===== config.mk =====
export PLATFORM = sky130hd
export DESIGN_NAME = instr_encoder_loader
export DESIGN_NICKNAME = d
export VERILOG_FILES = /design/src/rtl/instr_encoder_loader.sv
export SDC_FILE = /design/constraint.sdc
export NUM_CORES = 1
export LEC_CHECK = 0
export ABC_AREA = 1
export BUFFER_PORTS_ARGS = -buffer_cell sky130_fd_sc_hd__buf_2
export CORE_ASPECT_RATIO = 0.75
export CORE_MARGIN = 2
export CORE_UTILIZATION = 49
export DETAILED_ROUTE_END_ITERATION = 16
export PLACE_DENSITY = 0.88
export SLEW_MARGIN = 40
export SYNTH_ARGS = -nofsm -noshare
export SYNTH_HDL_FRONTEND = slang
export SYNTH_SLANG_ARGS = --single-unit

===== constraint.sdc =====
create_clock -name clk_i -period 1.55 [get_ports clk_i]
set_input_delay 0.0775 -clock clk_i [delete_from_list [all_inputs] [get_ports clk_i]]
set_output_delay 0.0775 -clock clk_i [all_outputs]
set_load 0.05 [all_outputs]

===== src/rtl/instr_encoder_loader.sv =====
// instr_encoder_loader
// Encodes instruction requests into 32-bit MIPS-style words and writes them
// sequentially into instruction memory during a start/finish load session.
// Optional feature macro: ENC_ILLEGAL_TRAP_EN. When it is defined, an illegal
// op_sel sets the sticky err flag and nothing is written. When it is not
// defined, an illegal op_sel is written as a NOP and err reads 0.
//
// state   | meaning
// --------+----------------------------------------------------------
// ST_IDLE | no session; waiting for start
// ST_RUN  | accepting requests, one word written per accepted request
// ST_FULL | last address written; holding until finish or reset
module instr_encoder_loader #(
  parameter int unsigned ADDR_W    = 8,
  parameter int unsigned BASE_ADDR = 0
) (
  input  logic              clk_i,
  input  logic              reset_i,
  input  logic              start_i,
  input  logic              finish_i,
  input  logic              in_valid_i,
  output logic              in_ready_o,
  input  logic [3:0]        op_sel_i,
  input  logic [4:0]        rs_i,
  input  logic [4:0]        rt_i,
  input  logic [4:0]        rd_i,
  input  logic [4:0]        shamt_i,
  input  logic [5:0]        funct_i,
  input  logic [15:0]       imm_i,
  input  logic [25:0]       target_i,
  output logic              imem_we_o,
  output logic [ADDR_W-1:0] imem_addr_o,
  output logic [31:0]       imem_wdata_o,
  output logic [ADDR_W:0]   count_o,
  output logic              done_o,
  output logic              err_o
);

  typedef enum logic [1:0] {
    ST_IDLE = 2'd0,
    ST_RUN  = 2'd1,
    ST_FULL = 2'd2
  } state_t;

  localparam logic [ADDR_W-1:0] PTR_BASE = ADDR_W'(BASE_ADDR);
  localparam logic [ADDR_W-1:0] PTR_LAST = '1;
  localparam logic [ADDR_W-1:0] PTR_ONE  = ADDR_W'(1);
  localparam logic [ADDR_W:0]   CNT_ONE  = (ADDR_W+1)'(1);

  state_t            state_q, state_d;
  logic [ADDR_W-1:0] ptr_q, ptr_d;
  logic [ADDR_W:0]   count_q, count_d;
  logic              we_q, we_d;
  logic [ADDR_W-1:0] addr_q, addr_d;
  logic [31:0]       wdata_q, wdata_d;
  logic              done_q, done_d;
  logic [31:0]       enc_word;
  logic              xfer;
  logic              wr_en;

  assign xfer = in_valid_i & (state_q == ST_RUN);

`ifdef ENC_ILLEGAL_TRAP_EN
  logic err_q, err_d;
  logic illegal_op;

  assign illegal_op = (op_sel_i > 4'd11);
  assign wr_en      = xfer & ~illegal_op;
  assign err_o      = err_q;
`else
  assign wr_en      = xfer;
  assign err_o      = 1'b0;
`endif

  // Instruction encoding; illegal selectors fall through to an all-zero NOP.
  always_comb begin
    enc_word = 32'h0000_0000;
    case (op_sel_i)
      4'd0:    enc_word = {6'b000000, rs_i, rt_i, rd_i, shamt_i, funct_i};
      4'd1:    enc_word = {6'b000100, rs_i, rt_i, imm_i};
      4'd2:    enc_word = {6'b000101, rs_i, rt_i, imm_i};
      4'd3:    enc_word = {6'b100011, rs_i, rt_i, imm_i};
      4'd4:    enc_word = {6'b101011, rs_i, rt_i, imm_i};
      4'd5:    enc_word = {6'b001000, rs_i, rt_i, imm_i};
      4'd6:    enc_word = {6'b001100, rs_i, rt_i, imm_i};
      4'd7:    enc_word = {6'b001101, rs_i, rt_i, imm_i};
      4'd8:    enc_word = {6'b001010, rs_i, rt_i, imm_i};
      4'd9:    enc_word = {6'b001111, 5'b00000, rt_i, imm_i};
      4'd10:   enc_word = {6'b000010, target_i};
      4'd11:   enc_word = {6'b010000, rs_i, 21'b0};
      default: enc_word = 32'h0000_0000;
    endcase
  end

  // Next-state and registered-output logic for the load session.
  always_comb begin
    state_d = state_q;
    ptr_d   = ptr_q;
    count_d = count_q;
    we_d    = 1'b0;
    addr_d  = addr_q;
    wdata_d = wdata_q;
    done_d  = 1'b0;
`ifdef ENC_ILLEGAL_TRAP_EN
    err_d   = err_q;
`endif
    case (state_q)
      ST_IDLE: begin
        if (start_i) begin
          state_d = ST_RUN;
          ptr_d   = PTR_BASE;
          count_d = '0;
`ifdef ENC_ILLEGAL_TRAP_EN
          err_d   = 1'b0;
`endif
        end
      end
      ST_RUN: begin
        if (wr_en) begin
          we_d    = 1'b1;
          addr_d  = ptr_q;
          wdata_d = enc_word;
          count_d = count_q + CNT_ONE;
          // The top address is written once and the pointer parks there.
          if (ptr_q == PTR_LAST) begin
            state_d = ST_FULL;
            done_d  = 1'b1;
          end else begin
            ptr_d = ptr_q + PTR_ONE;
          end
        end
`ifdef ENC_ILLEGAL_TRAP_EN
        if (xfer && illegal_op) begin
          err_d = 1'b1;
        end
`endif
        // A same-cycle transfer is still written; only one done pulse results.
        if (finish_i) begin
          state_d = ST_IDLE;
          done_d  = 1'b1;
        end
      end
      ST_FULL: begin
        if (finish_i) begin
          state_d = ST_IDLE;
        end
      end
      default: state_d = ST_IDLE;
    endcase
  end

  // State and output registers with synchronous reset.
  always_ff @(posedge clk_i) begin
    if (reset_i) begin
      state_q <= ST_IDLE;
      ptr_q   <= PTR_BASE;
      count_q <= '0;
      we_q    <= 1'b0;
      addr_q  <= PTR_BASE;
      wdata_q <= 32'h0000_0000;
      done_q  <= 1'b0;
    end else begin
      state_q <= state_d;
      ptr_q   <= ptr_d;
      count_q <= count_d;
      we_q    <= we_d;
      addr_q  <= addr_d;
      wdata_q <= wdata_d;
      done_q  <= done_d;
    end
  end

`ifdef ENC_ILLEGAL_TRAP_EN
  // Sticky illegal-op flag, cleared by reset or a new session.
  always_ff @(posedge clk_i) begin
    if (reset_i) begin
      err_q <= 1'b0;
    end else begin
      err_q <= err_d;
    end
  end
`endif

  assign in_ready_o   = (state_q == ST_RUN);
  assign imem_we_o    = we_q;
  assign imem_addr_o  = addr_q;
  assign imem_wdata_o = wdata_q;
  assign count_o      = count_q;
  assign done_o       = done_q;

endmodule


Word-level counts from Yosys, hierarchy flattened --
Cells that the tools add are included.
Word-level totals: word-level logic and storage cells 57, bits in registers 61, output and inout bits 53, bits of input ports 77
Operators by class: mux-type cells 18, reduce and logical (&&, ||, !) cells 8, equal/unequal tests 20, add/sub/neg operators 2, bitwise logic cells 2
Operator list (number):
- $pmux 32 s12 | 1
- $mux 8 | 3
- $mux 9 | 2
- $pmux 9 s2 | 1
- $eq 4x3->1 const B | 4
- $eq 4x4->1 const B | 4
- $pmux 8 s2 | 1
- $mux 2 | 5
- $add 9x1->9 const B | 1
- $add 8x1->8 const B | 1
- $eq 4x2->1 const B | 2
- $eq 8x8->1 const B | 1
- $reduce_and 4->1 | 2
- $ne 2x2->1 const B | 3
- $ne 3x2->1 const B | 2
- $pmux 2 s3 | 1
- $eq 4x1->1 const B | 1
- $logic_not 4->1 | 1
- $mux 1 | 4
- $reduce_and 3->1 | 1
- $eq 2x1->1 const B | 1
- $eq 2x2->1 const B | 1
- $logic_not 2->1 | 1
- $ne 2x1->1 const B | 1
- other kinds (5) | 5

Longest topological paths before layout --
word-level depth 5, depth in mapped cells 11

Least setup slack after synthesis --
No wires, ideal clock.
path kind flip-flop to flip-flop, start register count_q[0] (netlist: count_o[0]), end register count_q[8] (netlist: count_o[8]), setup slack 0.098 ns, period minus slack after synthesis 1.452 ns, stages on the path, launching flop included 7, arrival 1.320 ns, buffers on the path 0, cell sequence dfxtp_1 > ha_1 > inv_1 > nor2_1 > nand3_1 > nand4_1 > a21oi_1
On the way: longest elaborated chain between the ends 3
Ends and longest elaborated chain:
- start: declaration | RTL line 52 | logic [ADDR_W:0] count_q, count_d;
- start signal: assignment | RTL line 165 | count_q <= count_d;
- $add 9x1->9 | RTL line 123 | count_d = count_q + CNT_ONE;
- $mux 9 | RTL line 119 | if (wr_en) begin
- $pmux 9 s2 | RTL line 107 | case (state_q)
Every way passes these cells. The select of a mux whose other input is x is not followed. A chain may end at the register's enable or synchronous reset.

Worst setup path after layout --
start register ptr_q[0], end register ptr_q[7]
On the way: longest elaborated chain between the ends 4, elaborated cells on any way between the ends 7, those cells by class add/sub (1); eq/ne (2); mux (3); reduce/logical (1)
Ends and longest elaborated chain:
- start: declaration | RTL line 51 | logic [ADDR_W-1:0] ptr_q, ptr_d;
- start signal: assignment | RTL line 164 | ptr_q <= ptr_d;
- $add 8x1->8 | RTL line 129 | ptr_d = ptr_q + PTR_ONE;
- $mux 8 | RTL line 125 | if (ptr_q == PTR_LAST) begin
- $mux 8 | RTL line 119
- $pmux 8 s2 | RTL line 107
Several ways; a longest one is shown, not always the timed one. The select of a mux whose other input is x is not followed.

==> impl_metrics.toml <==
[die]
die_h_um = 74.0
floorplan.initialDensity = 0.507
dieArea_um2 = 7200
core_area_um2 = 6320
die_w_um = 97.3
floorplan.rows = 25
num_io_pins = 130

[clock_network]
clk_pin_slew_worst_paths_ns = 0.07
cts-buffers-inserted = 9
clock_path_buffers = 2
tritoncts = "built"
clk_latency_ns = 0.34
ctsHtreeMaxLevel = 3
cts_sinks = 61
cts-root-buf = "sky130_fd_sc_hd__clkbuf_8"

[yosys]
synthArstFlopShare = 0
synth-warning-count = 0
synth_top_cell_by_area = "sky130_fd_sc_hd__dfxtp_1"
synthesis.area_um2 = 3200
synth_nets = 590
ys_ff_latch = 61
synth_fa_ha_area_frac = 0.00782
synthDistinctLibCells = 30
ys_seq_area_frac = 0.381
ys.flop_type = "sky130_fd_sc_hd__dfxtp_1"
syn-mean-instance-area_um2 = 6.27
area_contributors_post_synth = "sky130_fd_sc_hd__dfxtp_1 (38%), sky130_fd_sc_hd__nand2_1 (23%), sky130_fd_sc_hd__a21oi_1 (7.8%)"
yosys.area_share.xor_xnor = 0
synth_commonest_cells = "sky130_fd_sc_hd__nand2_1 (197), sky130_fd_sc_hd__dfxtp_1 (61), sky130_fd_sc_hd__a21oi_1 (50)"
synth_top_family_by_area = "simple AND/OR/NAND/NOR gates"
post-synth-top-count-cell = "sky130_fd_sc_hd__nand2_1"
synth-simple-area-share = 0.392
compound_gate_portion_of_the_synthesized_area = 0.122
edff_count_synth = 0
synthDominantCellAreaShare = 0.381
postSynthCellCount = 511
synth.area.mux_share = 0

[setup_path]
worstRegToRegCells = 9
rrSetupSlack_ns = 0.05
critical_path_peak_fanout = 7
critical_path.reg2reg.endpoint = "ptr_q[7]"
crit_path_start_kind = "flop"
r2r_start = "ptr_q[0]"
worst_setup_path_end_kind = "flop"
critical_path_class = "reg2reg"
cp.arrival_ns = 1.78
required_ns = 1.84

[sta]
min_period_ns = 1.50
final_min_period_over_clock_period = 0.965
fmax_ghz = 0.669
count_of_pins_over_their_slew_limit = 0
setup-violations-final = 0
finalHoldWorstSlack_ns = 0.0743
final_hold_viol_count = 0
worst_clock_skew_ns = 0.00767

[worst_hold_path]
holdPathStages = 5
holdCritPathClass = "in2reg"
hold_path_startpoint = "target_i[19]"
holdPathEnd = "imem_wdata_o[19]"

[placed_design]
globalplace.congestion = 0.937
place.detailed.hpwl_mm = 6.82
port_buffers = 128
placed_area_um2 = 3960

[run]
cap_viol_max_count = 0

[routing]
antenna_left = 0
post-route-drc-count = 0
finalWirelength_mm = 9.22
vias_per_cell = 5.15
dr.first_iter.drc_count = 151
drt_pre_antenna_iters = 5
via_count = 3751
wire_per_inst_um = 12.7

[global_routing]
first_pass_grt_wire_length_mm = 14.9
first_global_vias = 3337
globalRouteOverflowTotal = 0
maximum_number_of_pins_on_one_net_before_global_route_repair = 32
grt_antenna_before_repair = 0
groute.usage.overall = 0.252

[cells_and_area]
final_design_area_no_fill_um2 = 4230
synthToLayoutAreaGrowth_pct = 32.0
antenna_cells = 0
share_of_layout_cells_above_drive_strength_1 = 0.277
postLayoutCoreUtil = 0.669
final_net_count = 721

[run_status]
outcome = "completed"

[power]
finalPower_mw = 3.89
power.combinational.fraction = 0.197
power.switching_fraction = 0.296
maximum_vdd_drop_uv = 588
power_report.internal_total_mw = 2.74
clockPowerShare = 0.377
power.static_leakage_nw = 2.12
power_frac_seq = 0.426
cellPowerDensity_nw_per_um2 = 921
switching_power_mw = 1.15
==> layer usage <==
metal	vias to the layer above	GRT usage	wire, um	share of wire
met5	-	0	0	0
met4	0	0.0988	187	0.020
met3	27	0.0714	871	0.094
met2	169	0.434	4300	0.47
met1	1663	0.308	3860	0.42
li1	1892	-	-	-
==> cells in the final DEF (no fill, tap or decap), types with 2 or more instances in the layout <==
cell type                  instances
sky130_fd_sc_hd__nand2_1         195
sky130_fd_sc_hd__buf_2           128
sky130_fd_sc_hd__dfxtp_1          59
sky130_fd_sc_hd__a21oi_1          50
sky130_fd_sc_hd__inv_1            44
sky130_fd_sc_hd__nand3_1          42
sky130_fd_sc_hd__nor2_1           34
sky130_fd_sc_hd__o21ai_0          19
sky130_fd_sc_hd__buf_4            14
sky130_fd_sc_hd__nand4_1          12
sky130_fd_sc_hd__clkbuf_8         12
sky130_fd_sc_hd__nor2_4            5
sky130_fd_sc_hd__nand2_2           3
sky130_fd_sc_hd__nand3_2           3
sky130_fd_sc_hd__inv_2             2
sky130_fd_sc_hd__nor2_2            2
sky130_fd_sc_hd__o22ai_1           2
sky130_fd_sc_hd__buf_12            2
==> flip-flops by register name, summed over array words and instances, names as in the netlist <==
register,count
done_o,1
count_o,9
imem_addr_o,8
ptr_q,8
imem_wdata_o,32
imem_we_o,1
state_q,2
==> power by group through the flow <==
stage / Sequential (mW) / Clock [mW] / Combinational, mW
after floorplan: 1.84 / 0 / 0.339
after global placement: 1.69 / 0 / 0.738
after detailed placement: 1.69 / 0 / 0.754
after CTS: 1.66 / 1.49 / 0.760
after global routing: 1.66 / 1.57 / 0.837
final: 1.66 / 1.47 / 0.768
==> through the flow <==
step | std cells | setup TNS (ns) | setup WS [ns]
finish | 728 | 0 | 0.0541
global route | 728 | -0.0472 | -0.0340
CTS | 727 | -0.00507 | -0.00507
detailed placement | 710 | -0.0806 | -0.0278
global placement | 710 | 0 | 0.0833
floorplan | 511 | 0 | 0.0976
==> logic make-up (layout without fill, tap and decap cells) <==
group / after synthesis / count (layout)
AOI/OAI and AO/OA: 76 / 76
buffers and inverters: 71 / 207
other: 1 / 1
and+or+nand+nor: 300 / 300
adders and majority gates: 2 / 2
DFF: 61 / 61
==> what timing repair did <==
action	4_1_cts	5_1_grt
setup buffers	0	1
hold buffers	1	0
gates resized for setup	3	10
pin swaps	0	3
endpoints found under the hold margin	1	0
endpoints found under the setup margin	7	9
==> worst max-delay path, cell delays in order (launching register included) <==
cell and delay (ns):
sky130_fd_sc_hd__dfxtp_4 0.37, sky130_fd_sc_hd__ha_2 0.19, sky130_fd_sc_hd__nand2_2 0.12, sky130_fd_sc_hd__nor2_4 0.15, sky130_fd_sc_hd__nand4_1 0.17, sky130_fd_sc_hd__nand2_2 0.20
sky130_fd_sc_hd__nand2_1 0.08, sky130_fd_sc_hd__nand2_1 0.07, sky130_fd_sc_hd__nand2_1 0.05, sky130_fd_sc_hd__inv_1 0.05
==> worst max-delay path by stage <==
| stage | start | end | slack, ns | cells past startpoint |
|---|---|---|---|---|
| final | ptr_q[0] | ptr_q[7] | 0.05 | 9 |
| after global routing | ptr_q[1] | ptr_q[1] | -0.03 | 8 |
| after CTS | ptr_q[0] | ptr_q[7] | -0.005 | 9 |
| after detailed placement | ptr_q[0] | ptr_q[7] | -0.03 | 8 |
| after global placement | ptr_q[0] | ptr_q[7] | 0.08 | 8 |
| after floorplan | count_o[0] | count_o[8] | 0.1 | 6 |
==> area by class of cell <==
cell class | instances | area, um2
sequential | 61 | 1230
multi-input combinational | 379 | 1720
clock buffer | 13 | 169
fill | 555 | 2090
clock inverter | 3 | 42.5
tap | 81 | 101
timing repair buffer | 145 | 796
inverter | 46 | 173
Note: power is estimated with default switching activity, not from simulation.
